### src/rtl/cola_dispense_sched.sv
// cola_dispense_sched: two-channel cola / change-return dispense scheduler.
// Four saturating pending counters (cola0, cola1, chg0, chg1) feed a single
// FSM that drives one actuator at a time: IDLE -> DISP_COLA/DISP_CHG -> GAP.
// A cola job whose channel also has change pending runs both phases back to
// back and emits a single done pulse. All outputs come straight from flops,
// so every output trails the FSM state by one cycle.
// Build option: define SCHED_ROUND_ROBIN_EN for round-robin arbitration
// between the two channels; when undefined, channel 0 has fixed priority and
// no pointer register is built.
module cola_dispense_sched #(
  parameter int unsigned DISP_CYC = 8,
  parameter int unsigned GAP_CYC  = 4,
  parameter int unsigned CNT_W    = 3
) (
  input  logic sys_clk,
  input  logic sys_rst,
  input  logic pi_cola_req0,
  input  logic pi_cola_req1,
  input  logic pi_change_req0,
  input  logic pi_change_req1,
  output logic po_motor_cola,
  output logic po_motor_change,
  output logic po_done0,
  output logic po_done1,
  output logic po_busy,
  output logic po_ovf
);

  localparam int unsigned CYC_MAX = (DISP_CYC > GAP_CYC) ? DISP_CYC : GAP_CYC;
  localparam int unsigned CYC_W   = $clog2(CYC_MAX + 1);

  localparam logic [CNT_W-1:0] CNT_MAX   = '1;
  localparam logic [CYC_W-1:0] DISP_LOAD = CYC_W'(DISP_CYC - 1);
  localparam logic [CYC_W-1:0] GAP_LOAD  = CYC_W'(GAP_CYC - 1);

  typedef enum logic [1:0] {
    ST_IDLE      = 2'd0,
    ST_DISP_COLA = 2'd1,
    ST_DISP_CHG  = 2'd2,
    ST_GAP       = 2'd3
  } state_e;

  // FSM state and per-job bookkeeping
  state_e           state_q, state_d;
  logic [CYC_W-1:0] cyc_q, cyc_d;
  logic             chan_q, chan_d;
  logic             gap_exit_q, gap_exit_d;
`ifdef SCHED_ROUND_ROBIN_EN
  logic             ptr_q, ptr_d;
`endif

  // Pending counters, indexed by channel
  logic [CNT_W-1:0] cola_cnt_q [2];
  logic [CNT_W-1:0] cola_cnt_d [2];
  logic [CNT_W-1:0] chg_cnt_q  [2];
  logic [CNT_W-1:0] chg_cnt_d  [2];
  logic             ovf_q, ovf_d;

  // Registered outputs
  logic motor_cola_q,   motor_cola_d;
  logic motor_change_q, motor_change_d;
  logic done0_q,        done0_d;
  logic done1_q,        done1_d;
  logic busy_q,         busy_d;

  // Request / grant strobes per channel and arbitration result
  logic [1:0] inc_cola;
  logic [1:0] inc_chg;
  logic [1:0] dec_cola;
  logic [1:0] dec_chg;
  logic [1:0] pend;
  logic       pick;

  assign inc_cola = {pi_cola_req1, pi_cola_req0};
  assign inc_chg  = {pi_change_req1, pi_change_req0};

  // A channel has work if either of its counters is nonzero
  always_comb begin
    for (int i = 0; i < 2; i++) begin
      pend[i] = (cola_cnt_q[i] != '0) || (chg_cnt_q[i] != '0);
    end
  end

  // Channel selection for the next IDLE grant
  always_comb begin
`ifdef SCHED_ROUND_ROBIN_EN
    if (pend == 2'b11) begin
      pick = ptr_q;
    end else begin
      pick = ~pend[0];
    end
`else
    pick = ~pend[0];
`endif
  end

  // FSM state register
  always_ff @(posedge sys_clk or posedge sys_rst) begin
    if (sys_rst) begin
      state_q <= ST_IDLE;
    end else begin
      state_q <= state_d;
    end
  end

  // Next-state logic: transitions, cycle-counter reloads and grant strobes
  always_comb begin
    state_d    = state_q;
    cyc_d      = cyc_q;
    chan_d     = chan_q;
    gap_exit_d = 1'b0;
    dec_cola   = '0;
    dec_chg    = '0;
`ifdef SCHED_ROUND_ROBIN_EN
    ptr_d      = ptr_q;
`endif
    case (state_q)
      ST_IDLE: begin
        if (pend != 2'b00) begin
          chan_d = pick;
          cyc_d  = DISP_LOAD;
`ifdef SCHED_ROUND_ROBIN_EN
          ptr_d  = ~pick;
`endif
          if (cola_cnt_q[pick] != '0) begin
            dec_cola[pick] = 1'b1;
            state_d        = ST_DISP_COLA;
          end else begin
            dec_chg[pick] = 1'b1;
            state_d       = ST_DISP_CHG;
          end
        end
      end
      ST_DISP_COLA: begin
        if (cyc_q == '0) begin
          if (chg_cnt_q[chan_q] != '0) begin
            dec_chg[chan_q] = 1'b1;
            state_d         = ST_DISP_CHG;
            cyc_d           = DISP_LOAD;
          end else begin
            state_d = ST_GAP;
            cyc_d   = GAP_LOAD;
          end
        end else begin
          cyc_d = cyc_q - CYC_W'(1);
        end
      end
      ST_DISP_CHG: begin
        if (cyc_q == '0) begin
          state_d = ST_GAP;
          cyc_d   = GAP_LOAD;
        end else begin
          cyc_d = cyc_q - CYC_W'(1);
        end
      end
      ST_GAP: begin
        if (cyc_q == '0) begin
          state_d    = ST_IDLE;
          cyc_d      = '0;
          gap_exit_d = 1'b1;
        end else begin
          cyc_d = cyc_q - CYC_W'(1);
        end
      end
      default: begin
        state_d = ST_IDLE;
        cyc_d   = '0;
      end
    endcase
  end

  // Output logic: every output is a function of the current registered state
  always_comb begin
    motor_cola_d   = (state_q == ST_DISP_COLA);
    motor_change_d = (state_q == ST_DISP_CHG);
    busy_d         = (state_q != ST_IDLE);
    done0_d        = gap_exit_q & ~chan_q;
    done1_d        = gap_exit_q &  chan_q;
  end

  // Saturating counters: simultaneous request and grant cancel out
  always_comb begin
    ovf_d = ovf_q;
    for (int i = 0; i < 2; i++) begin
      cola_cnt_d[i] = cola_cnt_q[i];
      chg_cnt_d[i]  = chg_cnt_q[i];
      if (inc_cola[i] && !dec_cola[i]) begin
        if (cola_cnt_q[i] == CNT_MAX) begin
          ovf_d = 1'b1;
        end else begin
          cola_cnt_d[i] = cola_cnt_q[i] + CNT_W'(1);
        end
      end else if (!inc_cola[i] && dec_cola[i]) begin
        cola_cnt_d[i] = cola_cnt_q[i] - CNT_W'(1);
      end
      if (inc_chg[i] && !dec_chg[i]) begin
        if (chg_cnt_q[i] == CNT_MAX) begin
          ovf_d = 1'b1;
        end else begin
          chg_cnt_d[i] = chg_cnt_q[i] + CNT_W'(1);
        end
      end else if (!inc_chg[i] && dec_chg[i]) begin
        chg_cnt_d[i] = chg_cnt_q[i] - CNT_W'(1);
      end
    end
  end

  // Datapath and output registers; reset abandons any job in flight
  always_ff @(posedge sys_clk or posedge sys_rst) begin
    if (sys_rst) begin
      cyc_q          <= '0;
      chan_q         <= 1'b0;
      gap_exit_q     <= 1'b0;
`ifdef SCHED_ROUND_ROBIN_EN
      ptr_q          <= 1'b0;
`endif
      for (int i = 0; i < 2; i++) begin
        cola_cnt_q[i] <= '0;
        chg_cnt_q[i]  <= '0;
      end
      ovf_q          <= 1'b0;
      motor_cola_q   <= 1'b0;
      motor_change_q <= 1'b0;
      done0_q        <= 1'b0;
      done1_q        <= 1'b0;
      busy_q         <= 1'b0;
    end else begin
      cyc_q          <= cyc_d;
      chan_q         <= chan_d;
      gap_exit_q     <= gap_exit_d;
`ifdef SCHED_ROUND_ROBIN_EN
      ptr_q          <= ptr_d;
`endif
      for (int i = 0; i < 2; i++) begin
        cola_cnt_q[i] <= cola_cnt_d[i];
        chg_cnt_q[i]  <= chg_cnt_d[i];
      end
      ovf_q          <= ovf_d;
      motor_cola_q   <= motor_cola_d;
      motor_change_q <= motor_change_d;
      done0_q        <= done0_d;
      done1_q        <= done1_d;
      busy_q         <= busy_d;
    end
  end

  assign po_motor_cola   = motor_cola_q;
  assign po_motor_change = motor_change_q;
  assign po_done0        = done0_q;
  assign po_done1        = done1_q;
  assign po_busy         = busy_q;
  assign po_ovf          = ovf_q;

endmodule

### config.mk
export PLATFORM = sky130hd
export DESIGN_NAME = cola_dispense_sched
export DESIGN_NICKNAME = d
export VERILOG_FILES = /design/src/rtl/cola_dispense_sched.sv
export SDC_FILE = /design/constraint.sdc
export NUM_CORES = 1
export LEC_CHECK = 0
export ABC_CLOCK_PERIOD_IN_PS = 3700
export BUFFER_PORTS_ARGS = -buffer_cell sky130_fd_sc_hd__buf_2
export CORE_ASPECT_RATIO = 1.5
export CORE_MARGIN = 2
export CORE_UTILIZATION = 60
export DETAILED_ROUTE_END_ITERATION = 8
export MAX_ROUTING_LAYER = met4
export PLACE_DENSITY = 0.8
export RECOVER_POWER = 100
export SYNTH_ARGS = -nofsm -noshare
export SYNTH_HDL_FRONTEND = slang
export SYNTH_SLANG_ARGS = --single-unit
### constraint.sdc
create_clock -name sys_clk -period 3.7 [get_ports sys_clk]
set_clock_uncertainty 0.1 [all_clocks]
set_input_delay 0.37 -clock sys_clk [delete_from_list [all_inputs] [get_ports sys_clk]]
set_output_delay 0.37 -clock sys_clk [all_outputs]
set_load 0.01 [all_outputs]
==> results.cfg <==
[outcome]
status = completed

[place]
placed_cells = 241
gp_congestion = 0.809
dpl_worst_slack_ns = 0.627
dp_hpwl_mm = 2.77
place_area_mm2 = 0.00183
io_buffers = 11

[floorplanning]
die-height_um = 71.0
die_w_um = 48.7
dieArea_mm2 = 0.00345
rows = 24
ios = 12
start_util = 0.622
coreArea_mm2 = 0.00288

[logic_synthesis]
syn_area_mm2 = 0.00179
syn-num-nets = 219
seq_area_frac_synth = 0.363
synth_edf_count = 0
syn_inst = 205
ys_async_sr_fraction = 1.00
synth_cell_types = 54
ys_warn_count = 0
ys.flop_type = dfrtp_1
ys_seq_elements = 26
synth.avg_cell_area_um2 = 8.75

[power]
ir_drop_mv = 0.416
p_seq_frac = 0.371
power_density_mw_per_mm2 = 859
cellLeakagePower_nw = 0.732
power.internal_mw = 0.888
total_power_mw = 1.62
power_switching_mw = 0.736
p_sw_frac = 0.453
clock_power_share = 0.148
p_comb_frac = 0.480

[detailed_routing]
post-route-drc-count = 0
antenna_left = 0
vias_per_cell = 6.51
first_pass_iters = 4
routedWlPerCell_um = 16.1
vias = 1594
first_iter_violations = 58
routed_wirelength_mm = 3.94

[layout]
final_layout_size_suffix_gt1_frac = 0.0728
final_cell_mix = dfrtp_1 (26), o21ai_0 (22), nor3_1 (13), nand2_1 (13), nor2_1 (12)
final_util = 0.656
fin_area_mm2 = 0.00189
diodes = 0
area_growth_syn_to_layout_pct = 5.37
final_common_cell = dfrtp_1
nets = 221
fin_cells = 245

[timing]
setup_viol = 0
worstMarginPinSlew_ns = 0.968
whs_ns = 0.201
rsz0062_at_grt = false
fin_crit_sh = 0.864
setup_tns_ns = 0
slew_headroom = 0.354
fmax_mhz = 313
finalWorstSetupSlack_ns = 0.503
maxSlewViolCount = 0
hold_violations = 0
fin_crit_ns = 3.20

[clock_tree]
clockRootBuffer = clkbuf_8
cts_buffers = 3
cts.clk_slew.worst_paths_ns = 0.09
ctsLongestPathBuffers = 2
post_cts_buffers = 0
clock-sinks = 26
htree_levels = 1
tritoncts = done
clk_latency_ns = 0.28
hold_buffers = 0
cts.repair.resized = 0

[setup_path]
worst_setup_path_start_kind = flip-flop
crit_required_ns = 3.76
crit_type = reg2reg
slowest_delay_ns = 0.56
cp_top_family = adder cells
arrival_ns = 3.25
path_cells = inv_1 > ha_1 > or4b_1 > o21a_1 > o21ai_0 > fa_1 > and4b_1 > a31oi_1 > o211ai_1
cp_max_fo = 19
r2r_setup_slack_ns = 0.50
cp_num_buf_inv = 1
worst_path_max_delay_cell = or4b_1
cp-end-kind = flip-flop

[grt]
gr-usage-all-layers = 0.247
antenna_found_initial = 0
grt-ovfl-total = 0
grt_pass1_vias = 1447
grt_pass1_wl_mm = 6.62
grt_max_degree = 27

[run]
cap_viol_max_count = 0

[min_path]
hold_class = in2async
-- logic make-up (layout without fill, tap and decap cells) --
family,count (synthesis),after routing,synth area share
xor gates and xnor gates,5,5,0.0244
buffers and inverters,25,26,0.0607
DFF,26,26,0.363
and+or+nand+nor,71,71,0.216
AOI/OAI and AO/OA,69,69,0.258
muxes,1,1,0.00558
adders and majority gates,8,8,0.0725
-- Yosys cell counts, types with 3 or more instances --
cell | n | area, um^2
and3_1 | 3 | 18.8
nand3_1 | 6 | 30.0
a21oi_1 | 8 | 40.0
a31oi_1 | 4 | 25.0
nand2_1 | 13 | 48.8
a32oi_1 | 3 | 26.3
o21ai_0 | 21 | 105
nor4_1 | 3 | 18.8
fa_1 | 4 | 80.1
nor2_1 | 12 | 45.0
o211ai_1 | 3 | 22.5
clkbuf_1 | 9 | 33.8
a22oi_1 | 6 | 45.0
nor3_1 | 13 | 65.1
o21a_1 | 4 | 30.0
inv_1 | 11 | 41.3
dfrtp_1 | 26 | 651
o31ai_1 | 3 | 22.5
or3_1 | 3 | 18.8
xnor2_1 | 5 | 43.8
buf_2 | 3 | 15.0
ha_1 | 4 | 50.1
-- flip-flops by register name, indices dropped and copies added, names as in the netlist --
| signal | count |
|---|---|
| chg_cnt_q | 6 |
| cola_cnt_q | 6 |
| cyc_q | 4 |
| state_q | 2 |
| chan_q | 1 |
| gap_exit_q | 1 |
| po_busy | 1 |
| po_done0 | 1 |
| po_done1 | 1 |
| po_motor_change | 1 |
| po_motor_cola | 1 |
| po_ovf | 1 |
-- routing by layer --
| layer | global-route usage | share of wire |
|---|---|---|
| met5 | - | 0 |
| met4 | 0.0762 | 0.012 |
| met3 | 0.0127 | 0.035 |
| met2 | 0.452 | 0.55 |
| met1 | 0.291 | 0.40 |
-- area by class of cell --
class                   count  area (um^2)
clock inverters             1         30.0
clock buffers               3         41.3
repair buffers             11         47.5
fillers                   258          992
inverters                  11         41.3
well taps                  39         48.8
flip-flops and latches     26          651
multi-input cells         154         1030
-- power groups by stage --
stage | registers [mW] | clock network (mW) | logic, mW
after CTS | 0.599 | 0.240 | 0.782
after global routing | 0.631 | 0.250 | 0.876
after detailed placement | 0.603 | 0 | 0.768
after floorplan | 0.495 | 0 | 0.731
after global placement | 0.588 | 0 | 0.736
final | 0.603 | 0.241 | 0.780
-- final timing paths --
| path | to | cells past startpoint | start |
|---|---|---|---|
| setup / recovery | chg_cnt_q[4] | 9 | state_q[0] |
| hold / removal | po_busy | 2 | sys_rst |
| setup reg to reg | chg_cnt_q[4] | 9 | state_q[0] |
| hold reg to reg | po_done0 | 1 | gap_exit_q |
| max in group asynchronous | cola_cnt_q[3] | 2 | sys_rst |
| min in group sys_clk | cola_cnt_q[4] | 3 | pi_cola_req0 |
(Power assumes the default switching activity.)
